==> src/rtl/i2s_transmitter.sv <==
// I2S bus master: serializes stereo samples from a one-frame holding buffer onto BCLK/LRCLK/SDOUT.
// Data is MSB-first with a one-BCLK delay. SDOUT and LRCLK update only on BCLK falling edges.
module i2s_transmitter #(
  parameter int SAMPLE_WIDTH = 18,
  parameter int SLOT_BITS    = 32,
  parameter int BCLK_DIV     = 4
) (
  input  logic                           clk,
  input  logic                           reset,
  input  logic signed [SAMPLE_WIDTH-1:0] sample_l,
  input  logic signed [SAMPLE_WIDTH-1:0] sample_r,
  input  logic                           sample_valid,
  output logic                           sample_ready,
  output logic                           BCLK,
  output logic                           LRCLK,
  output logic                           SDOUT,
  output logic                           frame_start,
  output logic                           underrun
);
  localparam int FRAME_BITS = 2 * SLOT_BITS;
  localparam int CNT_W      = $clog2(FRAME_BITS);
  localparam int DIV_W      = (BCLK_DIV > 1) ? $clog2(BCLK_DIV) : 1;
  localparam logic [CNT_W-1:0] CNT_LAST = CNT_W'(FRAME_BITS - 1);
  localparam logic [CNT_W-1:0] CNT_SLOT = CNT_W'(SLOT_BITS);
  localparam logic [DIV_W-1:0] DIV_LAST = DIV_W'(BCLK_DIV - 1);

  logic [DIV_W-1:0]               div_cnt_q, div_cnt_d;
  logic [CNT_W-1:0]               bit_cnt_q, bit_cnt_d;
  logic                           bclk_q, bclk_d;
  logic                           lrclk_q, lrclk_d;
  logic                           sdout_q, sdout_d;
  logic                           frame_start_q, frame_start_d;
  logic                           underrun_q, underrun_d;
  logic                           hold_full_q, hold_full_d;
  logic signed [SAMPLE_WIDTH-1:0] hold_l_q, hold_l_d, hold_r_q, hold_r_d;
  logic signed [SAMPLE_WIDTH-1:0] frame_l_q, frame_l_d, frame_r_q, frame_r_d;
  logic signed [SAMPLE_WIDTH-1:0] slot;
  logic                           div_end, fall, load, accept;
  int                             k;

  always_comb begin
    div_end       = (div_cnt_q == DIV_LAST);
    fall          = div_end && bclk_q;
    load          = fall && (bit_cnt_q == CNT_LAST);
    accept        = sample_valid && !hold_full_q;
    div_cnt_d     = div_end ? '0 : div_cnt_q + 1'b1;
    bclk_d        = div_end ? ~bclk_q : bclk_q;
    bit_cnt_d     = bit_cnt_q;
    lrclk_d       = lrclk_q;
    sdout_d       = sdout_q;
    frame_start_d = 1'b0;
    underrun_d    = 1'b0;
    frame_l_d     = frame_l_q;
    frame_r_d     = frame_r_q;
    hold_l_d      = hold_l_q;
    hold_r_d      = hold_r_q;
    slot          = '0;
    k             = 0;

    if (fall) begin
      bit_cnt_d = (bit_cnt_q == CNT_LAST) ? '0 : bit_cnt_q + 1'b1;
      lrclk_d   = (bit_cnt_d >= CNT_SLOT);
      k         = int'(bit_cnt_d) % SLOT_BITS;
      slot      = lrclk_d ? frame_r_q : frame_l_q;
      // Slot position 0 is the one-BCLK delay; positions past the sample are padding zeros.
      sdout_d   = 1'b0;
      for (int i = 0; i < SAMPLE_WIDTH; i++) begin
        if (k == SAMPLE_WIDTH - i) sdout_d = slot[i];
      end
    end

    if (load) begin
      frame_start_d = 1'b1;
      if (hold_full_q) begin
        frame_l_d = hold_l_q;
        frame_r_d = hold_r_q;
      end else begin
        frame_l_d  = '0;
        frame_r_d  = '0;
        underrun_d = 1'b1;
      end
    end

    if (accept) begin
      hold_l_d = sample_l;
      hold_r_d = sample_r;
    end
    // An accept coinciding with an empty-buffer load keeps the new pair for the next frame.
    hold_full_d = accept || (hold_full_q && !load);
  end

  always_ff @(posedge clk or negedge reset) begin
    if (!reset) begin
      div_cnt_q     <= '0;
      bit_cnt_q     <= CNT_LAST;
      bclk_q        <= 1'b0;
      lrclk_q       <= 1'b0;
      sdout_q       <= 1'b0;
      frame_start_q <= 1'b0;
      underrun_q    <= 1'b0;
      hold_full_q   <= 1'b0;
      hold_l_q      <= '0;
      hold_r_q      <= '0;
      frame_l_q     <= '0;
      frame_r_q     <= '0;
    end else begin
      div_cnt_q     <= div_cnt_d;
      bit_cnt_q     <= bit_cnt_d;
      bclk_q        <= bclk_d;
      lrclk_q       <= lrclk_d;
      sdout_q       <= sdout_d;
      frame_start_q <= frame_start_d;
      underrun_q    <= underrun_d;
      hold_full_q   <= hold_full_d;
      hold_l_q      <= hold_l_d;
      hold_r_q      <= hold_r_d;
      frame_l_q     <= frame_l_d;
      frame_r_q     <= frame_r_d;
    end
  end

  assign sample_ready = ~hold_full_q;
  assign BCLK         = bclk_q;
  assign LRCLK        = lrclk_q;
  assign SDOUT        = sdout_q;
  assign frame_start  = frame_start_q;
  assign underrun     = underrun_q;
endmodule

==> config.mk <==
export PLATFORM = sky130hd
export DESIGN_NAME = i2s_transmitter
export DESIGN_NICKNAME = d
export VERILOG_FILES = /design/src/rtl/i2s_transmitter.sv
export SDC_FILE = /design/constraint.sdc
export NUM_CORES = 1
export LEC_CHECK = 0
export ABC_AREA = 1
export CAP_MARGIN = 10
export CORE_ASPECT_RATIO = 0.8
export CORE_UTILIZATION = 25
export CTS_CLUSTER_SIZE = 40
export DETAILED_ROUTE_END_ITERATION = 16
export SLEW_MARGIN = 20
export SYNTH_ARGS = -nofsm -noshare
export SYNTH_HDL_FRONTEND = slang
export SYNTH_SLANG_ARGS = --single-unit
==> constraint.sdc <==
create_clock -name clk -period 3.2 [get_ports clk]
set_clock_uncertainty 0.2 [all_clocks]
set_input_delay 0.64 -clock clk [delete_from_list [all_inputs] [get_ports clk]]
set_output_delay 0.64 -clock clk [all_outputs]
set_load 0.02 [all_outputs]
==> flow_summary.json <==
{
  "synth_ff_type": "dfrtp_1",
  "endpoint_kind": "register",
  "p_int_mw": 1.787,
  "dp.cells": 651,
  "ctsHoldBuffers": 0,
  "synth_most_common_cell": "dfrtp_1",
  "cts.sinks": 86,
  "grt_pass1_vias": 3058,
  "cpMaxStageDelayCell": "dfstp_2",
  "ys_ff_latch": 86,
  "p_seq_share_pct": 48.1,
  "layout-drive-gt1-share_pct": 17.72,
  "setup_viol": 0,
  "cts_tree": "done",
  "r2r_cells": 26,
  "hp-class": "in -> async",
  "syn_area_um2": 3950,
  "yosysWarnings": 0,
  "core_area_um2": 15210,
  "clk_latency_ns": 0.34,
  "gr-total-overflow": 0,
  "finalPower_mw": 2.262,
  "critPathBufInv": 1,
  "setup_ws_ns": 0.4800,
  "ant_nets": 0,
  "r2r_end": "SDOUT",
  "drt_first_iter_violations": 154,
  "stdcell_area_um2": 4951,
  "cts_buffers": 9,
  "htreeDepth": 3,
  "chipHeight_um": 114.4,
  "grt_first_pass_wirelength_um": 16100,
  "path_clk_slew_ns": 0.07,
  "num_antenna_cells": 0,
  "p_clk_share_pct": 48.8,
  "cts_buffer_depth": 2,
  "crit_top_cell": "nand2_1",
  "rsz0062_at_grt": "false",
  "synth_edf_count": 0,
  "initial_utilization_pct": 25.96,
  "syn_nets": 454,
  "ctsRootBufferMaster": "clkbuf_16",
  "crit_path_max_incr_delay_ns": 0.57,
  "power_density_nw_per_um2": 456.8,
  "synth.top_cell.area_share_pct": 50.68,
  "slew_headroom_pct": 64.52,
  "crit_arrival_ns": 2.75,
  "cp_data_required_time_ns": 3.23,
  "dieArea_um2": 16310,
  "dpl-instance-area_um2": 4634,
  "post_cts_buffers": 0,
  "pin_count": 45,
  "synth_top_cell_by_area": "dfrtp_1",
  "worstPathMaxFanout": 27,
  "finalCritPeriodShare_pct": 85.00,
  "grt_use_total_pct": 13.06,
  "finalHoldViolCount": 0,
  "postCtsResizedCells": 0,
  "cp-start-kind": "register",
  "p_comb_share_pct": 3.1,
  "place_ws_ns": 0.4937,
  "ys_types": 30,
  "core.rowCount": 40,
  "multi_input_area_um2": 1560,
  "num-fill-cells": 1599,
  "status": "complete, no violations",
  "final-max-slew-violation-count": 0,
  "timing.rr.start": "bit_cnt_q[0]",
  "die_w_um": 142.5,
  "worst_pin_slew_ns": 0.5309,
  "switchingPower_mw": 0.4743,
  "tns_ns": 0,
  "synthTopCellsByArea": "dfrtp_1 (51%), mux2_2 (10%), nand2_1 (7.2%)",
  "final_nets": 497,
  "peakVddDrop_mv": 0.2691,
  "wl_per_cell_um": 14.66,
  "first_pass_iters": 4,
  "dp.final_hpwl_um": 7001,
  "grt_max_degree": 54,
  "via_count": 2924,
  "gp_congestion": 0.8237,
  "r2r_setup_slack_ns": 0.48,
  "ff_latch_area_um2": 2160,
  "vias_per_cell": 4.384,
  "area_growth_pct": 25.34,
  "grt_antenna_before_repair": 0,
  "port_buffers": 44,
  "power_leakage_nw": 2.409,
  "holdWs_ns": 0.05448,
  "ys_seq_area_share_pct": 54.67,
  "synthCells": 409,
  "drt-total-wl_um": 9778,
  "async_flop_share_pct": 100.0,
  "fmax_ghz": 0.3676,
  "max_cap_viol_count": 0,
  "synth.top_cells.by_count": "dfrtp_1 (80), nand2_1 (76), o21ai_0 (51)",
  "worstSetupPathType": "reg -> reg",
  "p_sw_share_pct": 20.97,
  "drc": 0,
  "instances_no_fill": 667,
  "layout.core_utilization_pct": 32.54,
  "path_delay_family": "simple AND/OR/NAND/NOR gates",
  "period_needed_ns": 2.720,
  "syn_area_per_cell_um2": 9.658
}
==> sequential cells by signal, indices dropped and copies added (netlist names) <==
signal       cells
bit_cnt_q        6
hold_r_q        18
hold_full_q      1
LRCLK            1
hold_l_q        18
BCLK             1
frame_r_q       18
SDOUT            1
underrun         1
frame_start      1
div_cnt_q        2
frame_l_q       18
==> metal layers <==
metal | wire length, um | track usage [%] | vias up
met5 | 0 | 0 | -
met3 | 330 | 3.346 | 20
li1 | - | - | 1442
met4 | 174 | 4.158 | 0
met2 | 4118 | 19.64 | 60
met1 | 5155 | 18.29 | 1402
==> cell type report <==
| type | instances | area share (%) |
|---|---|---|
| inverters | 39 | 3.007 |
| well taps | 210 | 5.307 |
| clock buffers | 11 | 5.105 |
| clock inverters | 5 | 1.289 |
| multi-input cells | 265 | 31.51 |
| repair buffers | 51 | 10.16 |
| flip-flops and latches | 86 | 43.62 |
==> worst max path at each step <==
| stage | end | start | slack (ns) | cells past startpoint |
|---|---|---|---|---|
| finish | SDOUT | bit_cnt_q[0] | 0.48 | 26 |
| global route | SDOUT | bit_cnt_q[1] | 0.15 | 26 |
| CTS | SDOUT | bit_cnt_q[0] | 0.47 | 26 |
| detailed placement | SDOUT | bit_cnt_q[0] | 0.49 | 26 |
| global placement | SDOUT | bit_cnt_q[0] | 0.54 | 24 |
| floorplan | SDOUT | bit_cnt_q[0] | 0.80 | 23 |
==> cell families (layout without fill, tap and decap cells) <==
| family | count (synthesis) | in the layout | synth area share (%) |
|---|---|---|---|
| and+or+nand+nor | 150 | 150 | 17.52 |
| DFF | 86 | 86 | 54.67 |
| buffers and inverters | 58 | 106 | 5.892 |
| xor gates and xnor gates | 1 | 1 | 0.2218 |
| muxes | 36 | 36 | 10.26 |
| AOI/OAI and AO/OA | 72 | 72 | 9.534 |
| adders and majority gates | 6 | 6 | 1.900 |
==> power groups by stage <==
stage | combinational (mW) | clock, mW | sequential [mW]
finish | 0.0701 | 1.10 | 1.09
global route | 0.0775 | 1.18 | 1.09
CTS | 0.0728 | 1.14 | 1.09
detailed placement | 0.0722 | 0 | 1.11
global placement | 0.0708 | 0 | 1.11
floorplan | 0.000495 | 0 | 1.11
==> placed cells by master (no fill, tap or decap), types with 2 or more instances in the layout <==
cell             instances
dfstp_2                  6
nand3_2                  2
mux2_2                  36
inv_6                    2
clkbuf_16                9
clkbuf_8                 2
inv_2                    2
dfrtp_1                 80
nor2_4                   2
o21ai_0                 51
inv_1                   34
nor3_1                   5
clkdlybuf4s50_1         43
clkinv_1                 2
a21oi_1                  7
nand2_1                 76
a31oi_1                  3
ha_1                     6
nand3_1                 44
buf_4                    7
o21ai_1                  7
nand2_2                  3
nor2_1                  14
==> worst reg2reg max path, stage by stage, from the launching register on <==
cell and delay (ns):
dfstp_2 0.57, ha_1 0.17, nand2_1 0.10, o21ai_2 0.19
nand2_4 0.10, nand2_8 0.16, nand2_1 0.08, nand2_1 0.07
o21ai_1 0.06, inv_1 0.06, nand2_1 0.05, nand2_1 0.05
nand2_1 0.04, nand2_1 0.05, nand2_1 0.04, nand2_1 0.05
nand2_1 0.05, nand2_1 0.06, nand2_1 0.05, nand2_1 0.05
nand2_1 0.04, nand2_1 0.06, nand2_1 0.05, nand2_1 0.05
nand2_1 0.05, nand2_1 0.06, nand2_1 0.04
Power figures use the tool's default switching activity.
